[src/rtl/memsnoop_ctrl.sv]
// memsnoop_ctrl
// Patch-rule controller for the main-bus snoop/filter. It holds a table of
// address/value rules and matches every bus access against them. On a hit the
// data byte is overridden. It also counts hits per rule. Configuration
// traffic from the host is only accepted while the bus is quiet, so the table
// never changes during an access.
//
// Ports
//   clk, rst_n            core clock, synchronous active-low reset
//   RD_n, WR_n            bus strobes (active-low)
//   addr, data_in         live bus address and byte
//   data_out, hit,        filtered byte, match flag and winning rule index
//   hit_idx
//   cfg_valid/cfg_ready   config handshake
//   cfg_op, cfg_idx,      op (WRITE/ENABLE/DISABLE/CLEAR_ALL), target rule,
//   cfg_addr, cfg_data,   and the rule payload used by WRITE
//   cfg_mode
//   stat_idx, stat_count, status read-out for one rule
//   stat_en
//
// state  | meaning
// -------+-----------------------------------------------------------------
// IDLE   | normal matching; config ops accepted when the bus is quiet
// CLEAR  | sweeping the table one rule per cycle; matching suppressed
module memsnoop_ctrl #(
    parameter int ENTRIES = 8,
    parameter int IDXW    = $clog2(ENTRIES)
) (
    input  logic            clk,
    input  logic            rst_n,
    input  logic            RD_n,
    input  logic            WR_n,
    input  logic [23:0]     addr,
    input  logic [7:0]      data_in,
    output logic [7:0]      data_out,
    output logic            hit,
    output logic [IDXW-1:0] hit_idx,
    input  logic            cfg_valid,
    output logic            cfg_ready,
    input  logic [1:0]      cfg_op,
    input  logic [IDXW-1:0] cfg_idx,
    input  logic [23:0]     cfg_addr,
    input  logic [7:0]      cfg_data,
    input  logic [1:0]      cfg_mode,
    input  logic [IDXW-1:0] stat_idx,
    output logic [7:0]      stat_count,
    output logic            stat_en
);

    localparam logic [1:0] OP_WRITE   = 2'd0;
    localparam logic [1:0] OP_ENABLE  = 2'd1;
    localparam logic [1:0] OP_DISABLE = 2'd2;
    localparam logic [1:0] OP_CLEAR   = 2'd3;

    localparam logic [1:0] M_PATCH_RD   = 2'd0;
    localparam logic [1:0] M_PATCH_WR   = 2'd1;
    localparam logic [1:0] M_ONESHOT_RD = 2'd2;

    typedef enum logic {
        S_IDLE  = 1'b0,
        S_CLEAR = 1'b1
    } state_t;

    state_t          state;
    logic            act_q;
    logic [IDXW-1:0] sweep;
    logic            os_pend;
    logic [IDXW-1:0] os_idx;

    logic            r_en    [ENTRIES];
    logic [23:0]     r_addr  [ENTRIES];
    logic [7:0]      r_data  [ENTRIES];
    logic [1:0]      r_mode  [ENTRIES];
    logic [7:0]      r_count [ENTRIES];

    logic rd_act;
    logic wr_act;
    logic active;
    logic access_start;
    logic access_end;

    assign rd_act       = ~RD_n;
    assign wr_act       = ~WR_n;
    assign active       = rd_act | wr_act;
    assign access_start = active & ~act_q;
    assign access_end   = ~active & act_q;

    assign cfg_ready  = (state == S_IDLE) & ~active & ~act_q & rst_n;
    assign stat_count = r_count[stat_idx];
    assign stat_en    = r_en[stat_idx];

    function automatic logic mode_ok(input logic [1:0] m, input logic rd, input logic wr);
        case (m)
            M_PATCH_RD, M_ONESHOT_RD: mode_ok = rd;
            M_PATCH_WR:               mode_ok = wr;
            default:                  mode_ok = rd | wr;   // FREEZE
        endcase
    endfunction

    // Descending scan so the lowest matching index is the one left standing.
    always_comb begin
        hit      = 1'b0;
        hit_idx  = '0;
        data_out = data_in;
        if (rst_n && state == S_IDLE) begin
            for (int i = ENTRIES - 1; i >= 0; i--) begin
                if (r_en[i] && r_addr[i] == addr && mode_ok(r_mode[i], rd_act, wr_act)) begin
                    hit      = 1'b1;
                    hit_idx  = IDXW'(i);
                    data_out = r_data[i];
                end
            end
        end
    end

    always_ff @(posedge clk) begin
        if (!rst_n) begin
            state   <= S_IDLE;
            act_q   <= 1'b0;
            sweep   <= '0;
            os_pend <= 1'b0;
            os_idx  <= '0;
            for (int i = 0; i < ENTRIES; i++) begin
                r_en[i]    <= 1'b0;
                r_addr[i]  <= '0;
                r_data[i]  <= '0;
                r_mode[i]  <= '0;
                r_count[i] <= '0;
            end
        end else begin
            act_q <= active;

            // Counted once per access, on its first cycle only.
            if (access_start && hit) begin
                if (r_count[hit_idx] != 8'hFF)
                    r_count[hit_idx] <= r_count[hit_idx] + 8'd1;
                if (r_mode[hit_idx] == M_ONESHOT_RD) begin
                    os_pend <= 1'b1;
                    os_idx  <= hit_idx;
                end
            end

            // One-shot rule stays live for the whole access, retires at its end.
            if (access_end && os_pend) begin
                r_en[os_idx] <= 1'b0;
                os_pend      <= 1'b0;
            end

            // Config ops cannot overlap access edges: cfg_ready is low whenever
            // active or act_q, so the writes below never collide with the above.
            case (state)
                S_IDLE: begin
                    if (cfg_valid && cfg_ready) begin
                        case (cfg_op)
                            OP_WRITE: begin
                                r_en[cfg_idx]    <= 1'b1;
                                r_addr[cfg_idx]  <= cfg_addr;
                                r_data[cfg_idx]  <= cfg_data;
                                r_mode[cfg_idx]  <= cfg_mode;
                                r_count[cfg_idx] <= '0;
                            end
                            OP_ENABLE:  r_en[cfg_idx] <= 1'b1;
                            OP_DISABLE: r_en[cfg_idx] <= 1'b0;
                            OP_CLEAR: begin
                                state <= S_CLEAR;
                                sweep <= '0;
                            end
                            default: ;
                        endcase
                    end
                end
                S_CLEAR: begin
                    r_en[sweep]    <= 1'b0;
                    r_addr[sweep]  <= '0;
                    r_data[sweep]  <= '0;
                    r_mode[sweep]  <= '0;
                    r_count[sweep] <= '0;
                    if (sweep == IDXW'(ENTRIES - 1)) begin
                        state <= S_IDLE;
                        sweep <= '0;
                    end else begin
                        sweep <= sweep + 1'b1;
                    end
                end
                default: state <= S_IDLE;
            endcase
        end
    end

endmodule

[config.mk]
export PLATFORM = sky130hd
export DESIGN_NAME = memsnoop_ctrl
export DESIGN_NICKNAME = d
export VERILOG_FILES = /design/src/rtl/memsnoop_ctrl.sv
export SDC_FILE = /design/constraint.sdc
export NUM_CORES = 1
export LEC_CHECK = 0
export ABC_CLOCK_PERIOD_IN_PS = 4700
export CORE_AREA = 8 8 281 283
export CTS_BUF_LIST = sky130_fd_sc_hd__clkbuf_4
export CTS_CLUSTER_DIAMETER = 150
export DETAILED_ROUTE_END_ITERATION = 8
export DIE_AREA = 0 0 289 291
export PLACE_DENSITY_LB_ADDON = 0.12
export SLEW_MARGIN = 40
export SYNTH_ARGS = -nofsm -noshare
export SYNTH_HDL_FRONTEND = slang
export SYNTH_SLANG_ARGS = --single-unit
[constraint.sdc]
create_clock -name clk -period 4.7 [get_ports clk]
set_input_delay 0.94 -clock clk [delete_from_list [all_inputs] [get_ports clk]]
set_output_delay 0.94 -clock clk [all_outputs]
set_load 0.03 [all_outputs]
==> key figures <==
Setup path
  • Worst path slowest cell: or4_4
  • Critical Path AT: roughly 4.3 ns
  • CP Capture Point: data_out[1]
  • Crit Path Class: in2out
  • Required time of the worst setup path: 3.76 ns
  • Cell family with most CP delay: buffers and inverters
  • Worst r2r src: r_addr[7][18]$_SDFFCE_PN0P_
  • R2R Setup Slk: ~0.15 ns
  • Crit path cell chain: clkdlybuf4s50_1 > buf_12 > xor2_1 > or4_4 > nor4_2 > buf_4 > nor2_4 > a22o_1 > a211oi_2 > o31ai_1 > mux2_4 > mux2i_1 > a21oi_1 > a211o_1 > buf_6
  • Critical path launch point: addr[13]
  • Crit. End Element: output port
  • CP max stage delay: approximately 0.57 ns
  • Reg-to-Reg End: r_count[1][3]$_SDFFCE_PN0P_
  • Startpoint Class: input port
  • Reg2Reg Depth: 19
  • CP Buf/Inv Count: 4
  • Cell depth of the worst setup path: 15
  • Worst-path fanout max: 6

Min path
  • Tightest Hold Check Type: reg2reg

Power and ir drop
  • Clock share of power: 39.9%
  • Comb power frac: a little over an eighth
  • Leak: 0.0101 µW
  • Internal power: 5610 µW
  • Pwr Density: between 200 and 300 nW/µm²
  • P_sw: 2090 µW
  • Sw Share: between 20 and 30%
  • Reg power frac: a little under half
  • Peak supply drop: approximately 0.00016 V

Placement
  • Setup WS pre-CTS: -1.27 ns
  • Placed cell count: 3023
  • Detailed placer's ending HPWL: about 57000 µm
  • GPL Wtd Cong: between 0.8 and 0.9
  • # port buffers: 100

Route
  • # DRC: 0
  • DR iter-0 viols: approximately 1100
  • WL/cell: 23.9 µm
  • Post-DR vias/cell: ~4.8
  • Vias: between 15000 and 20000
  • Wirelength, routed: 78400 µm
  • ANT nets after route: 0
  • Initial DRT Pass Iterations: 5

Timing
  • Setup ws final: -0.489 ns
  • Final Hold Violating Endpoints: 0
  • Final Cycle Share: 110%
  • Layout Skew: approximately 0.066 ns
  • Worst slew margin: 50.0%
  • Sum Neg Setup Slack: -3.71 ns
  • Final min period: about 5.2 ns
  • Fmax: just under 0.2 GHz
  • RSZ-0062 raised after global routing: true
  • Worst-Margin Slew: 0.744 ns
  • Final setup viols: 10
  • Fin. max-slew vios: 0

Cells and area
  • Core Util, Final: 35.0%
  • Layout area overhead: 41.8%
  • Most common cell after layout, fill and taps aside: nor2_1
  • Final non-filler cell total: between 3000 and 4000
  • Most frequent cells in the layout: nor2_1, buf_4, edfxtp_1, clkbuf_4, nand2_1
  • Nets: ~2300
  • Layout cells sized above 1: between 30% and 40%

CTS
  • CTS tree: yes
  • Cts bufs inserted: a little over 100
  • H-tree lvl count: 3
  • Worst-skew pair later-pin latency: between 0.8 and 0.9 ns
  • CTS Buffer Depth: 3
  • Worst-path clk slew: 0.07 ns
  • CTS root buf: clkbuf_4
  • CTS Sinks: between 300 and 400

Synth
  • Syn Nets: 1758
  • Mapped Area: between 15000 and 20000 µm²
  • FF+latch count, synth: roughly 350
  • Post-Synthesis Cells: around 1700
  • EDFF count, synth: about 340
  • Sequential-to-total area share from yosys stat: 56.6%
  • Synth warnings: 0
  • Post-synth cell types: 80
  • FFs w/ async S/R, synth: 0%
  • Synthesized area per cell: approximately 11 µm²
  • Dominant synthesized flop cell: edfxtp_1

Flow run
  • MaxCap Viol Count: 0

Die
  • Rows: ~100
  • Die area: between 80000 and 90000 µm²
  • Initial Util: ~25%
  • Core Box Area: about 75000 µm²
  • Die Wd: approximately 290 µm
  • IO Count: 101
  • Die Ht: roughly 290 µm

Global routing
  • First-pass GRT wire length: ~110000 µm
  • Vias in the first global route: ~16000
  • All-Layer GR Usage: a little under a fifth
  • Initial antenna violation count: 3
  • Grt total ovfl: 0
  • Largest net degree at the start of global routing: 35

Outcome
  • Failing checks: negative setup slack
  • Run status: complete, but fails checks
-- stage by stage --
stage | hold slack [ns] | cell area, µm² | power (µW)
after floorplan | 0.431 | 18500 | 4050
after global placement | 0.454 | 23300 | 4620
after detailed placement | 0.457 | 23300 | 4620
after CTS | 0.468 | 25700 | 7800
after global routing | 0.494 | 26200 | 8000
final | 0.471 | 26200 | 7700
-- worst register-to-register path, cell delays in order, from the launching register on --
cell and delay, ns:
edfxtp_1 0.46, xnor2_4 0.20, nand4_1 0.15, or4_4 0.57
or4_4 0.59, buf_4 0.17, o21ai_1 0.10, a21oi_1 0.07
nor2_1 0.15, buf_4 0.13, a311oi_1 0.10, a311oi_2 0.39
ha_4 0.20, inv_2 0.05, a221oi_4 0.23, nand4_4 0.21
buf_4 0.20, nand2_2 0.09, buf_4 0.16, nor2_1 0.05
-- state kept, by name, indices dropped and copies added, names as in the netlist --
name / cells
os_idx: 3
act_q: 1
sweep: 3
r_en: 8
r_count: 64
state: 1
os_pend: 1
r_mode: 16
r_data: 64
r_addr: 192
-- repair_timing --
action	CTS	global route
resized for setup	162	66
gates cloned	1	0
setup endpoints to repair	140	140
pin swaps	72	37
setup buffers	39	24
hold buffers	0	0
-- power groups by stage --
stage	clock, µW	combinational (µW)	sequential [µW]
after global routing	3300	1090	3610
after floorplan	0	409	3640
after detailed placement	0	961	3660
final	3070	1030	3600
after global placement	0	963	3660
after CTS	3170	1030	3600
-- routing by layer --
metal	part of all wire [%]	vias to the layer above	GRT usage [%]
li1	-	7195	-
met3	4.9	156	3.30
met1	42	7841	22.8
met5	0	-	0
met2	50	507	31.2
met4	3.4	0	6.29
-- layout make-up --
cell class / instances / area (µm²)
Clock buffer: 154 / 1160
Fill cell: 7648 / 48700
Antenna cell: 4 / 10.0
Tap cell: 978 / 1220
Sequential cell: 353 / 10400
Inverter: 28 / 111
Timing Repair Buffer: 516 / 4600
Multi-Input combinational cell: 1205 / 8410
Clock inverter: 38 / 211
-- synthesized netlist by cell type (4+ instances only) --
cell type / number / area (µm²)
edfxtp_1: 336 / 10100
clkbuf_1: 52 / 195
buf_4: 8 / 60.1
mux2i_1: 32 / 320
buf_1: 5 / 18.8
xnor2_1: 77 / 674
mux4_2: 18 / 405
a211oi_1: 5 / 37.5
or2_2: 4 / 25.0
o21ai_0: 25 / 125
mux2_2: 20 / 225
buf_2: 17 / 85.1
a32oi_1: 5 / 43.8
nor4b_1: 4 / 35.0
nor2b_1: 14 / 87.6
o211ai_1: 9 / 67.6
xor2_1: 110 / 963
nor2_1: 382 / 1430
o21ai_1: 5 / 25.0
inv_1: 26 / 97.6
and3_1: 8 / 50.1
nand4_1: 44 / 275
nand3_1: 42 / 210
or3_1: 10 / 62.6
nor4_1: 40 / 250
a31oi_1: 8 / 50.1
nand2_1: 123 / 462
buf_6: 7 / 78.8
dfxtp_1: 17 / 340
or4_1: 14 / 105
a21oi_1: 41 / 205
a2111o_1: 4 / 45.0
nand2b_1: 24 / 150
a21o_1: 5 / 37.5
o22ai_1: 14 / 87.6
nor3_1: 33 / 165
o21a_1: 5 / 37.5
o31ai_1: 11 / 82.6
a211o_1: 10 / 87.6
-- logic make-up after synthesis --
group	after synthesis	synth area share (%)
AO/OA/AOI/OAI	175	6.59
XOR/XNOR	188	8.97
adder cells (fa/ha/maj)	3	0.204
buffers and inverters	118	3.05
flip-flops	353	56.6
multiplexers	70	5.16
AND/OR/NAND/NOR	769	19.5
-- worst min-delay path by stage --
stage                                 startpoint                endpoint  depth (start not counted)
final                       os_pend$_SDFFE_PP0P_    os_pend$_SDFFE_PP0P_                          1
after global routing      os_idx[2]$_SDFFE_PN0P_  os_idx[2]$_SDFFE_PN0P_                          2
after CTS                   os_pend$_SDFFE_PP0P_    os_pend$_SDFFE_PP0P_                          1
after detailed placement    os_pend$_SDFFE_PP0P_    os_pend$_SDFFE_PP0P_                          1
after global placement      os_pend$_SDFFE_PP0P_    os_pend$_SDFFE_PP0P_                          1
after floorplan           os_idx[2]$_SDFFE_PN0P_  os_idx[2]$_SDFFE_PN0P_                          2
Power figures use the tool's default switching activity.
